## src/rtl/addsub_seq.sv

```systemverilog
// rtl/addsub_seq.sv - multi-cycle chunked add/subtract unit with flags (optional saturation: ADDSUB_SAT_EN)
module addsub_seq #(
    parameter int WIDTH = 16,
    parameter int CHUNK = 4
) (
    input  logic             clk,
    input  logic             rst_n,
    input  logic             in_valid,
    output logic             in_ready,
    input  logic [WIDTH-1:0] a,
    input  logic [WIDTH-1:0] b,
    input  logic [1:0]       op,
    input  logic             cin,
`ifdef ADDSUB_SAT_EN
    input  logic             sat,
`endif
    output logic             out_valid,
    input  logic             out_ready,
    output logic [WIDTH-1:0] sum,
    output logic             cf,
    output logic             ovf,
    output logic             sf,
    output logic             zf
);

    localparam int N  = WIDTH / CHUNK;
    localparam int CW = (N > 1) ? $clog2(N) : 1;

    generate
        if (CHUNK < 1 || CHUNK > WIDTH || (WIDTH % CHUNK) != 0) begin : g_bad_params
            $error("addsub_seq: WIDTH must be a positive multiple of CHUNK");
        end
    endgenerate

    typedef enum logic [1:0] {
        IDLE = 2'd0,
        BUSY = 2'd1,
        DONE = 2'd2
    } state_t;

    state_t state, state_next;

    logic [WIDTH-1:0] a_sh;
    logic [WIDTH-1:0] b_sh;
    logic [WIDTH-1:0] work;
    logic [CW-1:0]    cnt;
    logic             carry;
    logic             zacc;
    logic             is_sub;
    logic             a_msb;
    logic             bp_msb;
    logic             sat_q;

    logic             accept;
    logic             last;
    logic [CHUNK:0]   slice_add;
    logic [WIDTH-1:0] raw_sum;
    logic             raw_msb;
    logic             raw_ovf;
    logic             clamp;
    logic [WIDTH-1:0] clamp_val;

    assign accept = (state == IDLE) && in_valid;
    assign last   = (cnt == CW'(N - 1));

    // One CHUNK-bit adder shared across all slices; the operands shift down so the active slice is always at bit 0.
    assign slice_add = {1'b0, a_sh[CHUNK-1:0]} + {1'b0, b_sh[CHUNK-1:0]} + {{CHUNK{1'b0}}, carry};

    // On the final slice the full result is the new top slice above the slices already shifted into work.
    assign raw_sum   = WIDTH'({slice_add[CHUNK-1:0], work} >> CHUNK);
    assign raw_msb   = slice_add[CHUNK-1];
    assign raw_ovf   = (a_msb ^ raw_msb) & (bp_msb ^ raw_msb);
    assign clamp     = sat_q & raw_ovf;
    assign clamp_val = a_msb ? {1'b1, {(WIDTH-1){1'b0}}} : {1'b0, {(WIDTH-1){1'b1}}};

    // State register.
    always_ff @(posedge clk or negedge rst_n) begin
        if (!rst_n) state <= IDLE;
        else        state <= state_next;
    end

    // Next-state and handshake outputs.
    always_comb begin
        state_next = state;
        in_ready   = 1'b0;
        out_valid  = 1'b0;
        case (state)
            IDLE: begin
                in_ready = 1'b1;
                if (in_valid) state_next = BUSY;
            end
            BUSY: begin
                if (last) state_next = DONE;
            end
            DONE: begin
                out_valid = 1'b1;
                if (out_ready) state_next = IDLE;
            end
            default: state_next = IDLE;
        endcase
    end

    // Operand latch and slice-by-slice accumulation.
    always_ff @(posedge clk or negedge rst_n) begin
        if (!rst_n) begin
            a_sh   <= '0;
            b_sh   <= '0;
            work   <= '0;
            cnt    <= '0;
            carry  <= 1'b0;
            zacc   <= 1'b0;
            is_sub <= 1'b0;
            a_msb  <= 1'b0;
            bp_msb <= 1'b0;
            sat_q  <= 1'b0;
        end else if (accept) begin
            a_sh   <= a;
            b_sh   <= op[0] ? ~b : b;
            work   <= '0;
            cnt    <= '0;
            carry  <= op[1] ? (cin ^ op[0]) : op[0];
            zacc   <= 1'b0;
            is_sub <= op[0];
            a_msb  <= a[WIDTH-1];
            bp_msb <= op[0] ? ~b[WIDTH-1] : b[WIDTH-1];
`ifdef ADDSUB_SAT_EN
            sat_q  <= sat;
`else
            sat_q  <= 1'b0;
`endif
        end else if (state == BUSY) begin
            a_sh  <= a_sh >> CHUNK;
            b_sh  <= b_sh >> CHUNK;
            work  <= raw_sum;
            cnt   <= cnt + CW'(1);
            carry <= slice_add[CHUNK];
            zacc  <= zacc | (|slice_add[CHUNK-1:0]);
        end
    end

    // Result and flags update only on the final slice, so they hold through DONE and after the handshake.
    always_ff @(posedge clk or negedge rst_n) begin
        if (!rst_n) begin
            sum <= '0;
            cf  <= 1'b0;
            ovf <= 1'b0;
            sf  <= 1'b0;
            zf  <= 1'b0;
        end else if (state == BUSY && last) begin
            sum <= clamp ? clamp_val : raw_sum;
            cf  <= slice_add[CHUNK] ^ is_sub;
            ovf <= raw_ovf;
            sf  <= clamp ? a_msb : raw_msb;
            zf  <= clamp ? 1'b0 : ~(zacc | (|slice_add[CHUNK-1:0]));
        end
    end

endmodule

```

## config.mk

```make
export PLATFORM = sky130hd
export DESIGN_NAME = addsub_seq
export DESIGN_NICKNAME = d
export VERILOG_FILES = /design/src/rtl/addsub_seq.sv
export SDC_FILE = /design/constraint.sdc
export NUM_CORES = 1
export LEC_CHECK = 0
export CORE_UTILIZATION = 25
export DETAILED_ROUTE_END_ITERATION = 8
export HOLD_SLACK_MARGIN = 0.1
export PLACE_DENSITY = 0.46
export SYNTH_ARGS = -nofsm -noshare
export SYNTH_HDL_FRONTEND = slang
export SYNTH_SLANG_ARGS = --single-unit
```

## constraint.sdc

```tcl
create_clock -name clk -period 2.2 [get_ports clk]
set_clock_uncertainty 0.1 [all_clocks]
set_input_delay 0.22 -clock clk [delete_from_list [all_inputs] [get_ports clk]]
set_output_delay 0.22 -clock clk [all_outputs]
set_load 0.01 [all_outputs]
```

# After elaboration in Yosys (flattened, before gate mapping)
# Index checks and enable logic that the tools add are counted.
[op_classes]
add_sub_neg = 3
n_eq_ne = 6
n_mux = 21
n_bitwise = 9
n_reduce_logical = 6
[op_table]
columns = ["operator", "count"]
rows = [
  ["2-to-1 mux 16 bit", 7],
  ["inverter 16 bit", 1],
  ["2-to-1 mux 2 bit", 5],
  ["2-to-1 mux 1 bit", 8],
  ["inequality test 2 bit, second input constant", 3],
  ["one-hot mux 2 bit (3 select lines)", 1],
  ["adder 4 x 4 -> 5 bit", 1],
  ["adder 5 x 1 -> 5 bit", 1],
  ["== test 2 bit, second input constant", 2],
  ["OR reduction 4 bit", 1],
  ["XOR 1 bit", 4],
  ["AND reduction 3 bit", 1],
  ["adder 2 x 1 -> 2 bit, second input constant", 1],
  ["== test 2 x 1 -> 1 bit, second input constant", 1],
  ["logical AND 1 bit", 2],
  ["zero test 2 bit", 1],
  ["inverter 1 bit", 2],
  ["nonzero test 2 bit", 1],
  ["bitwise AND 1 bit", 1],
  ["OR 1 bit", 1],
]
[word_totals]
regBits = 77
inputBits = 39
word_cells = 60

# Depth between registers and ports, before layout
[logic_depth]
depth_word = 6
ltp_mapped = 8

# Least setup slack after synthesis
# OpenSTA, ideal clock, no wires.
[synth_path]
kind = "reg2reg"
start = "register a_sh[0]"
end = "register zf"
setup_time_ns = 0.066
t_arrival_ns = 1.748
t_required_ns = 2.034
slack_ns = 0.286
stages_incl_launch_ff = 9
synth_period_minus_slack_ns = 1.914
path_cell_list = "dfrtp_1 > inv_1 > fa_1 > inv_1 > fa_1 > nor2_1 > and3_1 > and2_1 > a22o_1"
[synth_via]
elab_chain_cells = 5
[synth_rtl]
columns = ["element", "line_no", "source"]
rows = [
  ["from (decl)", "43", "logic [WIDTH-1:0] a_sh;"],
  ["from (signal assigned)", "132", "a_sh <= a_sh >> CHUNK;"],
  ["adder 4 x 4 -> 5 bit", "67", "assign slice_add = {1'b0, a_sh[CHUNK-1:0]} + {1'b0, b_sh[CHUNK-1:0]} + {{CHUNK{1'b0}}, carry};"],
  ["adder 5 x 1 -> 5 bit", "67", ""],
  ["named net slice_add[1]", "56", "logic [CHUNK:0] slice_add;"],
  ["OR reduction 4 bit", "154", "zf <= clamp ? 1'b0 : ~(zacc | (|slice_add[CHUNK-1:0]));"],
  ["OR 1 bit", "154", ""],
  ["inverter 1 bit", "154", ""],
  ["to (signal assigned)", "154", ""],
  ["to (decl)", "23", "output logic zf"],
]
# The timed path passes the listed nets, and every way through them passes these cells.
# A chain may end at the register's enable or synchronous reset.

# Worst setup path in the final report
[layout_path]
start = "register b_sh[0]"
end = "register zf"
[layout_via]
elab_chain_cells = 5
[layout_rtl]
columns = ["element", "line_no", "source"]
rows = [
  ["from (decl)", "44", "logic [WIDTH-1:0] b_sh;"],
  ["from (signal assigned)", "118", "b_sh <= op[0] ? ~b : b;"],
  ["from (signal assigned)", "133", "b_sh <= b_sh >> CHUNK;"],
  ["adder 4 x 4 -> 5 bit", "67", ""],
  ["adder 5 x 1 -> 5 bit", "67", ""],
  ["named net slice_add[1]", "56", ""],
  ["OR reduction 4 bit", "154", ""],
  ["OR 1 bit", "154", ""],
  ["inverter 1 bit", "154", ""],
]
# The timed path passes the listed nets, and every way through them passes these cells.

==> key figures <==
Setup path
  – Slowest CP cell: fa_2
  – FF-to-FF setup slack: between 100 and 150 ps
  – Critical path class: flip-flop to flip-flop
  – Critical path startpoint: b_sh[0]$_DFFE_PN0P_
  – Worst r2r dst: zf$_DFFE_PN0P_
  – CP endpoint kind: flip-flop
  – Kind of cell adding the most delay to the critical path: adder cells
  – Critical Path End: zf$_DFFE_PN0P_
  – Crit start category: flip-flop
  – Worst r2r src: b_sh[0]$_DFFE_PN0P_
  – Crit path required time: 2320 ps
  – Worst path cell trace: inv_1, fa_2, inv_1, fa_2, nor2_2, and3_4, and2_1, a22o_1
  – Crit path arrival time: 2180 ps
  – CP bufs+invs: 2
  – R2R depth: 8
  – Max incr delay on CP: approximately 570 ps
  – Critical Path Fanout Max: 3
  – Crit. path cell count: 8

Timing
  – Max-slew violations: 0
  – Final worst slack: 144 ps
  – Final Hold Viols: 0
  – RSZ-0062 raised after global routing: no
  – Fin crit share: 93.4%
  – Final hold slack: 260 ps
  – Post-layout min period: 2060 ps
  – FMAX: 0.486 GHz
  – Actual slew at the worst max-slew pin: 1050 ps
  – Slew margin rel.: 30.2%
  – Setup TNS: 0 ps
  – Setup violators final: 0

Synth
  – Post-synth top area share: between 50% and 60%
  – Top FF cell, synth: dfrtp_1
  – Post-synth EDFFs: 0
  – Post-Syn Instances: 302
  – Sequential share of the synthesized area: 56.1%
  – Leading cell type by number of instances after synthesis: dfrtp_1
  – Syn nets: 347
  – Synth cell types: 34
  – Synth Warn #: 0
  – Mapped Area: 3210 sq um
  – Synthesis-stage register bit count: 72
  – Yosys top cell by area: dfrtp_1
  – Post-synth top cells: 72 x dfrtp_1, 69 x nand2_1, 24 x o21ai_0, 18 x xnor2_1, 14 x nor2_1
  – Async set-reset flop share out of synthesis: 100%
  – Area contributors post-synth: dfrtp_1 56%, nand2_1 8.1%, xnor2_1 4.9%, mux2_2 4.6%, a221o_1 4.1%
  – Syn_area_per_cell: approximately 11 sq um

Power and ir drop
  – Total power after layout: 6.34 mW
  – Max IR drop VDD: about 440 uV
  – Power Density: about 1500 nW/um^2
  – Power share of the combinational group: 41.5%
  – Part of the power in registers: 36.3%
  – Clk network pwr share: 22.1%
  – Int Power: roughly 4.0 mW
  – Switching Share: between 30% and 40%
  – Leak: 1.88 nW
  – NetSw: approximately 2.3 mW

Floorplan
  – Die height: 115 um
  – Die area: about 13000 sq um
  – Core area: 12600 sq um
  – Site Rows: 41
  – Initial Util: ~26%
  – Die W: 115 um
  – I/O Pins: between 60 and 70

Cells and area
  – Share of cells above drive strength 1: between 10% and 20%
  – Nets@finish: between 400 and 500
  – Post-route cell area: 4310 sq um
  – ANT cells: 0
  – Area grow syn2layout: 34.1%
  – Final cell count without fillers: 537
  – Utilization after layout: between 30 and 40%

Detailed routing
  – DR pass1 iterations: 4
  – Vias: between 2000 and 2500
  – WL final: about 7200 um
  – DR vias/cell: 4.33
  – Routed wire per std cell: roughly 13 um
  – Initial drt markers: 126
  – Final ANT Viol Nets: 0
  – # DRC: 0

GRT
  – Gr usage total: 11.9%
  – First-pass GRT wire length: roughly 12000 um
  – Initial antenna violation count: 0
  – Largest net degree at the start of global routing: 44
  – Vias in the first global route: between 2000 and 2500
  – Total grt overflow: 0

Clocking
  – Post-CTS Setup Bufs: 0
  – CTS Buf Count: 9
  – CTS max path bufs: 2
  – H-Tree Depth: 3
  – Root Driver: clkbuf_16
  – Skew-Pair Late Insertion Delay: 330 ps
  – Clock Pin Slew Worst Setup and Hold Paths: 60 ps
  – Clock Sinks: 72
  – CTS tree: done

Place
  – Setup WS pre-CTS: 6.05 ps
  – Placed Instance Area: 3980 sq um
  – DP HPWL: 4930 um
  – Final RePlAce weighted congestion: between 0.7 and 0.8
  – PortBufs: 60
  – Inst Count DP: 520

Flow run
  – Max-Cap Viols: 0

Min path
  – Worst Hold Class: input pin to async pin

Status
  – Status: complete, no violations
-- worst min-delay path by stage --
stage                         endpoint
finish              sum[1]$_DFFE_PN0P_
global route        sum[1]$_DFFE_PN0P_
CTS                 sum[1]$_DFFE_PN0P_
detailed placement  sum[1]$_DFFE_PN0P_
global placement    sum[1]$_DFFE_PN0P_
floorplan            a_msb$_DFFE_PN0P_
-- cells in the final DEF, fill, tap and decap left out, types with 2 or more instances in the layout --
master           netlist  final
dfrtp_1               72     72
nand2_1               69     69
clkdlybuf4s50_1        0     59
o21ai_0               24     24
xnor2_1               18     17
nor2_1                14     13
mux2_2                13     13
a221o_1               13     13
a22oi_1               12     12
clkbuf_16              0      9
nand3_1                7      7
buf_4                  1      6
inv_1                  5      4
o21ai_1                4      4
ha_1                   4      4
clkinvlp_4             0      3
clkbuf_8               0      3
nand2b_1               2      2
and2_1                 2      2
nor2_2                 1      2
nor3_1                 2      2
xor2_1                 2      2
nand3b_1               2      2
a21oi_1                3      2
fa_2                   0      2
-- cells by family (layout without fill, tap and decap cells) --
family | after synthesis | count (layout) | share of synthesized area (%)
XOR/XNOR | 20 | 20 | 5.45
adder cells (fa/ha/maj) | 6 | 6 | 2.80
multiplexers | 13 | 13 | 4.56
flip-flops | 72 | 72 | 56.1
AO/OA/AOI/OAI | 61 | 61 | 12.9
buffers and inverters | 25 | 88 | 3.78
AND/OR/NAND/NOR | 105 | 105 | 14.4
-- sequential cells by signal, summed over array words and instances, names as in the netlist --
register	cells
is_sub	1
cf	1
carry	1
state	2
zacc	1
zf	1
ovf	1
cnt	2
work	12
a_msb	1
b_sh	16
sum	16
bp_msb	1
a_sh	16
-- routing by layer --
layer  vias up  routed length, um  share of wire (%)  GRT usage (%)
met4         0                 72                1.0           3.12
li1       1145                  -                  -              -
met2        48               3460                 48           18.7
met5         -                  0                  0              0
met3         8                311                4.3           3.90
met1      1126               3370                 47           15.7
-- layout make-up --
cell class	count	area [sq um]
well taps	172	215
clock buffers	12	267
repair buffers	67	666
inverters	5	18.8
fillers	1284	8260
flip-flops and latches	72	1800
multi-input cells	205	1310
clock inverters	4	27.5
-- worst register-to-register path, cell delays in order, from the launching register on --
cell and delay [ps]:
dfrtp_1 380, inv_1 90, fa_2 200, inv_1 50, fa_2 570, nor2_2 50, and3_4 180, and2_1 140
a22o_1 190
-- what timing repair did --
action	4_1_cts	5_1_grt
endpoints found under the hold margin	29	0
pin swaps	0	0
resized for setup	1	6
setup endpoints to repair	1	3
hold buffers	1	0
-- power groups by stage --
stage / combinational (mW) / sequential (mW) / clock [mW]
2_1_floorplan: 1.66 / 2.30 / 0
3_3_place_gp: 2.55 / 2.32 / 0
3_5_place_dp: 2.61 / 2.33 / 0
4_1_cts: 2.64 / 2.31 / 1.44
5_1_grt: 2.95 / 2.40 / 1.51
6_report: 2.63 / 2.30 / 1.40
No activity file was read; power rests on OpenSTA's default activity.
